==> src/rtl/gamma_corr_mc.sv <==
// Multi-channel gamma corrector: per-pixel curve lookup through a shared read port,
// self-initialising identity curves, frame-aligned enable and sticky overrun flag.
module gamma_corr_mc #(
  parameter int DW     = 8,
  parameter int CH     = 3,
  parameter int PER_CH = 0,
  localparam int CHW   = (CH > 1) ? $clog2(CH) : 1
) (
  input  logic               clk_vid,
  input  logic               reset,
  input  logic               ce_pix,
  input  logic               gamma_en,
  input  logic               gamma_wr,
  input  logic [CHW-1:0]     gamma_wr_ch,
  input  logic [DW-1:0]      gamma_wr_addr,
  input  logic [DW-1:0]      gamma_value,
  input  logic               HSync,
  input  logic               VSync,
  input  logic               HBlank,
  input  logic               VBlank,
  input  logic [CH*DW-1:0]   RGB_in,
  output logic               HSync_out,
  output logic               VSync_out,
  output logic               HBlank_out,
  output logic               VBlank_out,
  output logic [CH*DW-1:0]   RGB_out,
  output logic               init_busy,
  output logic               overrun
);

  localparam int NC    = (PER_CH != 0) ? CH : 1;
  localparam int DEPTH = NC * (2 ** DW);
  localparam int AW    = (DEPTH > 1) ? $clog2(DEPTH) : 1;

  typedef enum logic [1:0] {
    S_INIT,
    S_IDLE,
    S_LOOKUP
  } state_t;

  state_t            r_state;
  logic [AW-1:0]     r_initCnt;
  logic              r_initBusy;
  logic              r_enFrame;
  logic              r_overrun;
  logic [CHW-1:0]    r_ch;
  logic [CH-1:0]     r_done;
  logic [DW-1:0]     r_pix [CH];
  logic [DW-1:0]     r_res [CH];
  logic              r_hs;
  logic              r_vs;
  logic              r_hb;
  logic              r_vb;
  logic              r_hsOut;
  logic              r_vsOut;
  logic              r_hbOut;
  logic              r_vbOut;
  logic [CH*DW-1:0]  r_rgbOut;
  logic [DW-1:0]     r_mem [DEPTH];

  logic              w_wrChOk;
  logic              w_wrEn;
  logic [AW-1:0]     w_wrAddr;
  logic [DW-1:0]     w_wrData;
  logic [AW-1:0]     w_rdAddr;

  // Curves are laid out back to back, 2^DW entries each.
  function automatic logic [AW-1:0] memAddr(input int curve, input logic [DW-1:0] entry);
    return AW'(curve * (2 ** DW) + int'(entry));
  endfunction

  assign w_wrChOk = (PER_CH == 0) || (int'(gamma_wr_ch) < CH);
  assign w_rdAddr = memAddr((PER_CH != 0) ? int'(r_ch) : 0, r_pix[r_ch]);

  always_comb begin
    w_wrEn   = 1'b0;
    w_wrAddr = '0;
    w_wrData = '0;
    if (!reset) begin
      if (r_state == S_INIT) begin
        w_wrEn   = 1'b1;
        w_wrAddr = r_initCnt;
        w_wrData = r_initCnt[DW-1:0];
      end else if (gamma_wr && w_wrChOk) begin
        w_wrEn   = 1'b1;
        w_wrAddr = memAddr((PER_CH != 0) ? int'(gamma_wr_ch) : 0, gamma_wr_addr);
        w_wrData = gamma_value;
      end
    end
  end

  always_ff @(posedge clk_vid) begin
    if (w_wrEn) begin
      r_mem[w_wrAddr] <= w_wrData;
    end
  end

  always_ff @(posedge clk_vid) begin
    if (reset) begin
      r_state    <= S_INIT;
      r_initCnt  <= '0;
      r_initBusy <= 1'b1;
      r_enFrame  <= 1'b0;
      r_overrun  <= 1'b0;
      r_ch       <= '0;
      r_done     <= '0;
      r_hs       <= 1'b0;
      r_vs       <= 1'b0;
      r_hb       <= 1'b0;
      r_vb       <= 1'b0;
      r_hsOut    <= 1'b0;
      r_vsOut    <= 1'b0;
      r_hbOut    <= 1'b0;
      r_vbOut    <= 1'b0;
      r_rgbOut   <= '0;
      for (int c = 0; c < CH; c++) begin
        r_pix[c] <= '0;
        r_res[c] <= '0;
      end
    end else begin
      case (r_state)
        S_INIT: begin
          if (r_initCnt == AW'(DEPTH - 1)) begin
            r_state    <= S_IDLE;
            r_initBusy <= 1'b0;
          end else begin
            r_initCnt <= r_initCnt + 1'b1;
          end
        end
        S_LOOKUP: begin
          if (!ce_pix) begin
            r_res[r_ch]  <= r_mem[w_rdAddr];
            r_done[r_ch] <= 1'b1;
            if (r_ch == CHW'(CH - 1)) begin
              r_state <= S_IDLE;
            end else begin
              r_ch <= r_ch + 1'b1;
            end
          end
        end
        default: ;
      endcase

      // A new pixel always wins: outgoing channels not yet looked up fall back to raw.
      if (ce_pix) begin
        if (r_state == S_LOOKUP) begin
          r_overrun <= 1'b1;
        end
        if (VSync && !r_vs) begin
          r_enFrame <= gamma_en;
        end
        for (int c = 0; c < CH; c++) begin
          if (r_initBusy || !r_enFrame || !r_done[c]) begin
            r_rgbOut[(CH-1-c)*DW +: DW] <= r_pix[c];
          end else begin
            r_rgbOut[(CH-1-c)*DW +: DW] <= r_res[c];
          end
          r_pix[c] <= RGB_in[(CH-1-c)*DW +: DW];
        end
        r_hsOut <= r_hs;
        r_vsOut <= r_vs;
        r_hbOut <= r_hb;
        r_vbOut <= r_vb;
        r_hs    <= HSync;
        r_vs    <= VSync;
        r_hb    <= HBlank;
        r_vb    <= VBlank;
        r_done  <= '0;
        if (r_state != S_INIT) begin
          r_state <= S_LOOKUP;
          r_ch    <= '0;
        end
      end
    end
  end

  assign HSync_out  = r_hsOut;
  assign VSync_out  = r_vsOut;
  assign HBlank_out = r_hbOut;
  assign VBlank_out = r_vbOut;
  assign RGB_out    = r_rgbOut;
  assign init_busy  = r_initBusy;
  assign overrun    = r_overrun;

endmodule

==> config.mk <==
export PLATFORM = sky130hd
export DESIGN_NAME = gamma_corr_mc
export DESIGN_NICKNAME = d
export VERILOG_FILES = /design/src/rtl/gamma_corr_mc.sv
export SDC_FILE = /design/constraint.sdc
export NUM_CORES = 2
export LEC_CHECK = 0
export BUFFER_PORTS_ARGS = -buffer_cell sky130_fd_sc_hd__buf_2
export CAP_MARGIN = 5
export CORE_ASPECT_RATIO = 0.9
export CORE_MARGIN = 2
export CORE_UTILIZATION = 40
export CTS_BUF_LIST = sky130_fd_sc_hd__clkbuf_4
export DETAILED_ROUTE_END_ITERATION = 8
export HOLD_SLACK_MARGIN = 0.08
export SLEW_MARGIN = 20
export SYNTH_ARGS = -nofsm -noshare
export SYNTH_HDL_FRONTEND = slang
export SYNTH_SLANG_ARGS = --single-unit
==> constraint.sdc <==
create_clock -name clk_vid -period 26.2 [get_ports clk_vid]
set_input_delay 5.24 -clock clk_vid [delete_from_list [all_inputs] [get_ports clk_vid]]
set_output_delay 5.24 -clock clk_vid [all_outputs]
set_load 0.02 [all_outputs]
==> out/metrics.csv <==
stage,metric,value,unit
worst_setup_path,ff2ff_path_depth,12,
timing,hold_viol_final,0,
place,place.port_buffers,78,
pwr,switchingPower,1.721,mW
die,fp.dieH,443.5,microns
synth,syn_area,0.08587,sq mm
synth,ys_warn_count,0,
timing,setup-violations-final,0,
synth,synthTopCellsByArea,"edfxtp_1, nand2_1, nand3_1",
place,hpwl,131400,microns
pwr,pwr-share-seq,53.0,%
min_path,hold_depth,2,
route,vias,57468,
pwr,vdd_drop_max,0.00004198,V
cts,tritoncts,done,
grt,grt_pass1_vias,55030,
pwr,pwr-share-clk,39.8,%
die,die-width,492.4,microns
synth,synthFlopType,edfxtp_1,
place,gp_congestion,0.8528,
timing,slew_viol_final,0,
die,initial_core_util,40.17,%
cts,post_cts_buffers,0,
synth,postSynth.asyncResetShare,0,%
status,status,completed,
grt,antenna_found_initial,9,
cts,clockBufferDepth,4,
grt,overflow,0,
min_path,hold_class,reg2reg,
cts,insertion_delay,1320,ps
route,wl_per_cell,23.15,microns
job,maxCapViolCount,0,
final_layout,drive_above_1_share,14.54,%
pwr,p_leak,33.33,nW
die,dieArea,0.2184,sq mm
cts,postCtsResizedCells,0,
timing,rsz0062_at_grt,no,
synth,ys_ff_latch,2146,
route,wirelength,240000,microns
worst_setup_path,crit_path_max_fanout,57,
timing,slew_headroom,20.41,%
timing,max_slew.worst_pin.slew,1164,ps
synth,synth-edff-count,2096,
synth,seq_area_frac_synth,74.47,%
pwr,power.internal,5.346,mW
pwr,p_sw_share,24.36,%
worst_setup_path,worstSetupEndpointType,register,
route,drt_first_pass_iters,6,
synth,synth_area_leader_cell,edfxtp_1,
pwr,pwr_density_cell,73.85,mW/mm^2
cts,hold_buffers,0,
route,ant_nets,0,
worst_setup_path,arrival,8780,ps
grt,grt_max_degree,209,
synth,synth.avg_cell_area,12.54,sq um
timing,tns,0,ps
die,core-area,0.2137,sq mm
route,routed_via_density,5.544,
cts,root_buffer,clkbuf_4,
die,rows,161,
grt,grt_usage,21.45,%
synth,yosysTopAreaCellShare,73.30,%
die,io_pins,81,
pwr,p_comb_share,7.2,%
timing,period_share,30.07,%
grt,grt_pass1_wl,353700,microns
worst_setup_path,path_class,in2reg,
timing,fin_skew,63.83,ps
route,drc,0,
cts,cts_sinks,2146,
final_layout,area_growth,11.46,%
cts,clk_pin_slew,50,ps
final_layout,nNetsFinal,7200,
synth,syn-instance-count,6850,
timing,period_minus_slack,7879,ps
synth,synth_nets,6906,
cts,cts_buffers,569,
route,drt_iter0_drc,6814,
cts,htreeDepth,6,
worst_setup_path,crit_path_start_kind,input port,
synth,synth_cell_types,52,
final_layout,instances_no_fill,10366,
timing,max_freq,126.9,MHz
place,placed_cells,9424,
worst_setup_path,cp_data_required_time,27100,ps
## cell usage in the layout (no fill, tap or decap), types with 22 or more instances in the layout
cell and n:
a311oi_1 28, a21oi_1 128, nand4_1 86, and2_1 35
nand2_1 1973, a22oi_1 51, clkinv_1 68, a32oi_1 67
edfxtp_1 2096, buf_4 79, buf_2 78, clkbuf_4 834
nand3_1 1286, o21ai_0 31, mux2i_1 74, nor2_1 320
dfxtp_1 50, a41oi_1 22
## power groups by stage
stage	Sequential, mW	Combinational (mW)	Clock, mW
2_1_floorplan	3.83	0.310	0
3_3_place_gp	3.82	0.493	0
3_5_place_dp	3.82	0.499	0
4_1_cts	3.75	0.500	2.87
5_1_grt	3.75	0.544	3.04
6_report	3.75	0.507	2.81
## per-layer routing
metal  vias up  global-route usage [%]  routed length [microns]
met5         -                       0                       21
met4         2                   8.414                     7673
met3       416                   4.775                    22920
met2      2847                   31.80                   107400
met1     28446                   30.70                   101900
li1      25757                       -                        -
## cell type report
class,instances,area (sq um)
diodes,13,32.53
clock buffers,834,6261
clock inverters,94,471.7
fillers,19428,118000
inverters,3,11.26
multi-input cells,4250,20090
flip-flops and latches,2146,63940
well taps,2852,3568
repair buffers,174,1331
## synth_stat cells, drive strengths merged (9+ instances only)
cell / n
edfxtp: 2096
nand2: 1984
nand3: 1286
nor2: 335
buf: 296
clkbuf: 155
a21oi: 135
nand4: 86
mux2i: 74
a32oi: 67
a22oi: 51
dfxtp: 50
o21ai: 38
and2: 35
a311oi: 28
a41oi: 22
a22o: 15
a31oi: 9
nor3: 9
## critical path, stage by stage
cell	delay, ps
buf_2	80
buf_4	500
o21bai_2	230
buf_4	350
nor2_1	100
nor2_1	320
nand2_1	300
or2_2	790
nor2_1	810
## logic make-up (layout without fill, tap and decap cells)
kind of cell               count (synthesis)  in the layout  share of synthesized area, %
other                                      0             13                             0
buffers and inverters                    454           1105                         2.398
adders and majority gates                  5              5                       0.07286
DFF                                     2146           2146                         74.47
and+or+nand+nor                         3765           3765                         18.84
xor gates and xnor gates                   4              4                       0.04081
muxes                                     81             81                         1.016
AOI/OAI and AO/OA                        395            395                         3.171
## final timing paths
kind         slack [ps]           end     from
max               18320  r_mem[64][3]    reset
min                 470       overrun  overrun
max reg2reg       19410   r_res[1][3]  r_ch[0]
min reg2reg         470       overrun  overrun
## through the flow
stage	setup slack [ps]	utilization, %	cell area [sq um]	total power, mW	hold WS, ps
4_1_cts	18330	44.75	95650	7.118	466.8
3_5_place_dp	16900	41.60	88920	4.320	452.8
2_1_floorplan	12050	-	85870	4.140	455.3
6_report	18320	44.78	95710	7.068	470.3
3_3_place_gp	17030	41.60	88910	4.314	449.9
5_1_grt	18290	44.78	95700	7.325	507.9
## flip-flops by register name, indices dropped and copies added, names as in the netlist, named ones only
register / cells
r_pix: 24
RGB_out: 24
r_hs: 1
r_vb: 1
init_busy: 1
r_enFrame: 1
r_initCnt: 8
VBlank_out: 1
VSync_out: 1
r_state: 1
r_done: 3
HBlank_out: 1
r_hb: 1
r_ch: 2
r_mem: 2048
HSync_out: 1
r_res: 24
r_vs: 1
overrun: 1
Power figures use the tool's default switching activity.
